## config.mk

```make
export PLATFORM = sky130hd
export DESIGN_NAME = tl_cntr_multi
export DESIGN_NICKNAME = d
export VERILOG_FILES = /design/src/rtl/tl_cntr_multi.sv
export SDC_FILE = /design/constraint.sdc
export NUM_CORES = 1
export LEC_CHECK = 0
export ABC_CLOCK_PERIOD_IN_PS = 2970
export BUFFER_PORTS_ARGS = -buffer_cell sky130_fd_sc_hd__buf_2
export CAP_MARGIN = 30
export CELL_PAD_IN_SITES_DETAIL_PLACEMENT = 1
export CELL_PAD_IN_SITES_GLOBAL_PLACEMENT = 2
export CORE_MARGIN = 10
export CORE_UTILIZATION = 37
export CTS_BUF_LIST = sky130_fd_sc_hd__clkbuf_8
export DETAILED_ROUTE_END_ITERATION = 12
export MAX_ROUTING_LAYER = met4
export PLACE_DENSITY_LB_ADDON = 0.1
export SLEW_MARGIN = 10
export SYNTH_ARGS = -nofsm -noshare
export SYNTH_HDL_FRONTEND = slang
export SYNTH_SLANG_ARGS = --single-unit
```

## constraint.sdc

```tcl
create_clock -name clk -period 2.97 [get_ports clk]
set_input_delay 0.1485 -clock clk [delete_from_list [all_inputs] [get_ports clk]]
set_output_delay 0.1485 -clock clk [all_outputs]
set_load 0.03 [all_outputs]
```

## src/rtl/tl_cntr_multi.sv

```systemverilog
// Round-robin multi-approach traffic-light controller with left-turn phases and an internal phase timer.
// Optional emergency all-red preemption is built when TL_EMERG_EN is defined.
module tl_lamp_dec (
  input  logic       act_i,
  input  logic [2:0] phase_i,
  output logic [1:0] code_o
);
  always_comb begin
    code_o = 2'b11;
    if (act_i) begin
      case (phase_i)
        3'd0:             code_o = 2'b00;
        3'd1, 3'd3, 3'd4: code_o = 2'b01;
        3'd2:             code_o = 2'b10;
        default:          code_o = 2'b11;
      endcase
    end
  end
endmodule

module tl_cntr_multi #(
  parameter int N_DIR     = 2,
  parameter int CNT_W     = 8,
  parameter int GREEN_MIN = 4,
  parameter int GREEN_MAX = 10,
  parameter int YEL_CYC   = 2,
  parameter int LEFT_CYC  = 3
) (
  input  logic               clk,
  input  logic               reset,
  input  logic [N_DIR-1:0]   T,
`ifdef TL_EMERG_EN
  input  logic               emerg,
`endif
  output logic [2*N_DIR-1:0] L,
  output logic [2:0]         dir,
  output logic [2:0]         phase
);
  typedef enum logic [2:0] {
    S_GRN  = 3'd0,
    S_Y1   = 3'd1,
    S_LFT  = 3'd2,
    S_Y2   = 3'd3,
    S_EY   = 3'd4,
    S_ARED = 3'd5
  } state_e;

  localparam logic [CNT_W-1:0] GMIN_M1  = CNT_W'(GREEN_MIN - 1);
  localparam logic [CNT_W-1:0] GMAX_M1  = CNT_W'(GREEN_MAX - 1);
  localparam logic [CNT_W-1:0] YEL_M1   = CNT_W'(YEL_CYC - 1);
  localparam logic [CNT_W-1:0] LEFT_M1  = CNT_W'(LEFT_CYC - 1);
  localparam logic [2:0]       DIR_LAST = 3'(N_DIR - 1);

  state_e           state_q, state_d;
  logic [2:0]       dir_q, dir_d, dir_adv;
  logic [CNT_W-1:0] tmr_q, tmr_d;
  logic             pend_q, pend_d;
  logic             emg;
  logic [7:0]       t_pad;
  logic             t_act;

`ifdef TL_EMERG_EN
  assign emg = emerg;
`else
  assign emg = 1'b0;
`endif

  // Pad so any 3-bit dir index is in range regardless of N_DIR.
  assign t_pad   = 8'(T);
  assign t_act   = t_pad[dir_q];
  assign dir_adv = (dir_q == DIR_LAST) ? 3'd0 : dir_q + 3'd1;

  always_ff @(posedge clk) begin
    if (reset) begin
      state_q <= S_GRN;
      dir_q   <= 3'd0;
      tmr_q   <= '0;
      pend_q  <= 1'b0;
    end else begin
      state_q <= state_d;
      dir_q   <= dir_d;
      tmr_q   <= tmr_d;
      pend_q  <= pend_d;
    end
  end

  always_comb begin
    state_d = state_q;
    dir_d   = dir_q;
    tmr_d   = tmr_q;
    pend_d  = 1'b0;
    case (state_q)
      S_GRN: begin
        if (emg) state_d = S_EY;
        else if (tmr_q >= GMIN_M1 && (!t_act || tmr_q == GMAX_M1)) state_d = S_Y1;
      end
      // A request seen anywhere in a yellow is remembered until that yellow ends.
      S_Y1: begin
        pend_d = pend_q | emg;
        if (tmr_q == YEL_M1) state_d = (pend_q | emg) ? S_ARED : S_LFT;
      end
      S_LFT: begin
        if (emg) state_d = S_EY;
        else if (tmr_q == LEFT_M1) state_d = S_Y2;
      end
      S_Y2: begin
        pend_d = pend_q | emg;
        if (tmr_q == YEL_M1) begin
          if (pend_q | emg) state_d = S_ARED;
          else begin
            state_d = S_GRN;
            dir_d   = dir_adv;
          end
        end
      end
      S_EY: begin
        if (tmr_q == YEL_M1) state_d = S_ARED;
      end
      S_ARED: begin
        if (!emg && tmr_q >= YEL_M1) begin
          state_d = S_GRN;
          dir_d   = dir_adv;
        end
      end
      default: state_d = S_GRN;
    endcase
    // Saturation only matters for an all-red held open indefinitely.
    if (state_d != state_q) begin
      tmr_d  = '0;
      pend_d = 1'b0;
    end else if (tmr_q != '1) begin
      tmr_d = tmr_q + 1'b1;
    end
  end

  logic [N_DIR-1:0][1:0] lamp;

  for (genvar i = 0; i < N_DIR; i++) begin : g_lamp
    tl_lamp_dec u_dec (
      .act_i   (dir_q == 3'(i)),
      .phase_i (state_q),
      .code_o  (lamp[i])
    );
  end

  assign L     = lamp;
  assign dir   = dir_q;
  assign phase = state_q;
endmodule

```

==> flow_metrics.py <==
metrics = {
    "worst_setup_path": {
        "crit_fanout": 8,
        "cp-end-kind": "flop",
        "crit_type": "reg -> reg",
        "worstRegToRegCells": 5,
        "worst_ep_required_time_ns": 3.09,
        "worst_setup_path_start_kind": "flop",
        "arrival_ns": 1.99,
    },
    "logic_synthesis": {
        "async_reset_ff_share_pct": 0,
        "synth_top_flop_cell": "dfxtp_1",
        "synth.avg_cell_area_um2": 8.04,
        "ys_warn_count": 0,
        "syn_nets": 136,
        "synth_top_area_share_pct": 27.2,
        "synth_seq_cells": 14,
        "synth_area_leaders": "dfxtp_1, a21oi_1, ha_1, nand2_1, nand3_1",
        "synth_edf_count": 0,
        "yosys.area.top_type": "dfxtp_1",
        "syn_inst": 128,
        "yosysMostFrequentCell": "dfxtp_1",
        "syn_area_um2": 1030,
        "synth_common_cells": "dfxtp_1, nand2_1, a21oi_1, nand3_1, nor2_1",
        "yosysSeqAreaShare_pct": 27.2,
        "ys_types": 40,
    },
    "timing": {
        "tightest_slew_ns": 0.520,
        "finalCritPeriodShare_pct": 62.9,
        "hold_viol": 0,
        "finalSetupViolCount": 0,
        "final.setup_skew_ns": 0.00351,
        "fin_tns_setup_ns": 0,
        "relSlewSlack_pct": 65.3,
        "slew_violations": 0,
        "clock.fmax_ghz": 0.536,
        "rsz0062_at_grt": "no",
        "fin_ws_ns": 1.10,
        "finalCriticalPeriod_ns": 1.87,
        "whs_ns": 0.164,
    },
    "job": {
        "max-cap-violations": 0,
    },
    "finish": {
        "fin_cells": 167,
        "nNetsFinal": 145,
        "fin_util_pct": 42.1,
        "num_antenna_cells": 0,
        "final_cell_area_um2": 1140,
        "drive_above_1_share_pct": 16.9,
        "synthToLayoutAreaGrowth_pct": 10.7,
    },
    "place": {
        "dpl_worst_slack_ns": 1.10,
        "place_congestion": 0.800,
        "portBuffers": 13,
        "dp_hpwl_um": 2170,
        "dp.cells": 163,
        "place_area_um2": 1080,
    },
    "detailed_routing": {
        "antenna_left": 0,
        "drt_wl_total_um": 2830,
        "drc": 0,
        "drt_first_pass_iters": 4,
        "vias_per_cell": 5.86,
        "drtIter0Drc": 71,
        "wire_per_inst_um": 16.9,
        "num_vias": 978,
    },
    "floorplanning": {
        "num_rows": 19,
        "die_h_um": 72.8,
        "die_w_um": 72.8,
        "initial_core_util_pct": 38.0,
        "io_pins": 14,
        "core_um2": 2710,
        "die-area_um2": 5290,
    },
    "clock_tree": {
        "clkLatencyLatePin_ns": 0.25,
        "numCtsBuffers": 3,
        "cts_tree": "built",
        "clkTransAtPathRegs_ns": 0.06,
        "cts.sinks": 14,
        "cts_hold_buf": 0,
        "clockBufferDepth": 2,
        "htreeDepth": 1,
        "post_cts_resized": 0,
        "root_buffer": "clkbuf_8",
        "post_cts_buffers": 0,
    },
    "grt": {
        "grt_use_total_pct": 11.4,
        "overflow": 0,
        "use_met3_pct": 3.95,
        "grt_max_degree": 14,
        "grt_use_met2_pct": 17.8,
        "grt_pass1_vias": 983,
        "use_met1_pct": 13.5,
        "grt_busiest_layer": "met2",
        "grt_pass1_wl_um": 4810,
        "antenna_found_initial": 0,
    },
    "pwr": {
        "power_density_nw_per_um2": 445,
        "p_leak_nw": 0.424,
        "p_total_uw": 507,
        "peakVddDrop_mv": 0.280,
    },
    "outcome": {
        "status": "finished, final reports clean",
    },
    "worst_hold_path": {
        "hold_path_class": "in -> reg",
        "whs_path_depth": 2,
    },
}
==> cell usage in the layout (no fill, tap or decap), types with 2 or more instances in the layout <==
| cell type | n |
|---|---|
| nor4_1 | 2 |
| nand2b_1 | 2 |
| ha_1 | 4 |
| o31a_1 | 3 |
| and4_1 | 2 |
| nand3b_1 | 2 |
| buf_2 | 13 |
| a31oi_1 | 4 |
| xnor2_1 | 3 |
| or3_1 | 2 |
| nor2b_1 | 2 |
| o21ai_0 | 2 |
| inv_1 | 5 |
| mux2i_1 | 3 |
| nor3_1 | 3 |
| o211ai_1 | 3 |
| clkbuf_8 | 4 |
| nand3_1 | 9 |
| nand2_1 | 13 |
| a21o_1 | 3 |
| dfxtp_1 | 14 |
| a21oi_1 | 12 |
| nand4_1 | 4 |
| nor2_1 | 7 |
==> logic make-up after synthesis <==
kind of cell,count (synthesis),share of synthesized area [%]
AOI/OAI and AO/OA,34,24.4
adders and majority gates,4,4.86
buffers and inverters,14,6.56
and+or+nand+nor,54,29.5
DFF,14,27.2
xor gates and xnor gates,4,3.40
muxes,4,4.01
==> final cells by class <==
type	count	area, um2
clock buffer	4	55.1
fill	337	1570
inverter	5	18.8
multi-input combinational	100	682
sequential	14	280
tap	31	38.8
timing repair buffer	13	65.1
==> flip-flops by register name (all words and copies together) (netlist names) <==
| signal | count |
|---|---|
| tmr_q | 8 |
| dir | 3 |
| phase | 3 |
==> path summary, 6_finish.rpt <==
check / to / start / slack, ns
worst max-delay path: tmr_q[1]$_SDFFE_PP0P_ / dir[0]$_SDFFE_PP0P_ / 1.10
worst min-delay path: dir[2]$_SDFFE_PP0P_ / reset / 0.16
worst max register to register: tmr_q[1]$_SDFFE_PP0P_ / dir[0]$_SDFFE_PP0P_ / 1.10
worst min register to register: dir[2]$_SDFFE_PP0P_ / dir[1]$_SDFFE_PP0P_ / 0.57
==> routing by layer <==
layer / up-vias / wire (um)
met5: - / 0
met4: 0 / 23
met3: 4 / 189
met2: 23 / 1330
met1: 459 / 1290
li1: 492 / -
==> critical path: stages, from the launching register on <==
cell	delay, ns
dfxtp_1	0.50
mux2i_1	0.25
nor3_1	0.11
o31a_1	0.35
o311ai_4	0.40
a21oi_1	0.14
==> report_power, final <==
part	total (mW)	leakage [nW]	internal [mW]	switching, mW
Combinational	0.102	0.282	0.0393	0.0627
Sequential	0.214	0.113	0.196	0.0176
Clock	0.191	0.0288	0.118	0.0739
(Power assumes the default switching activity.)
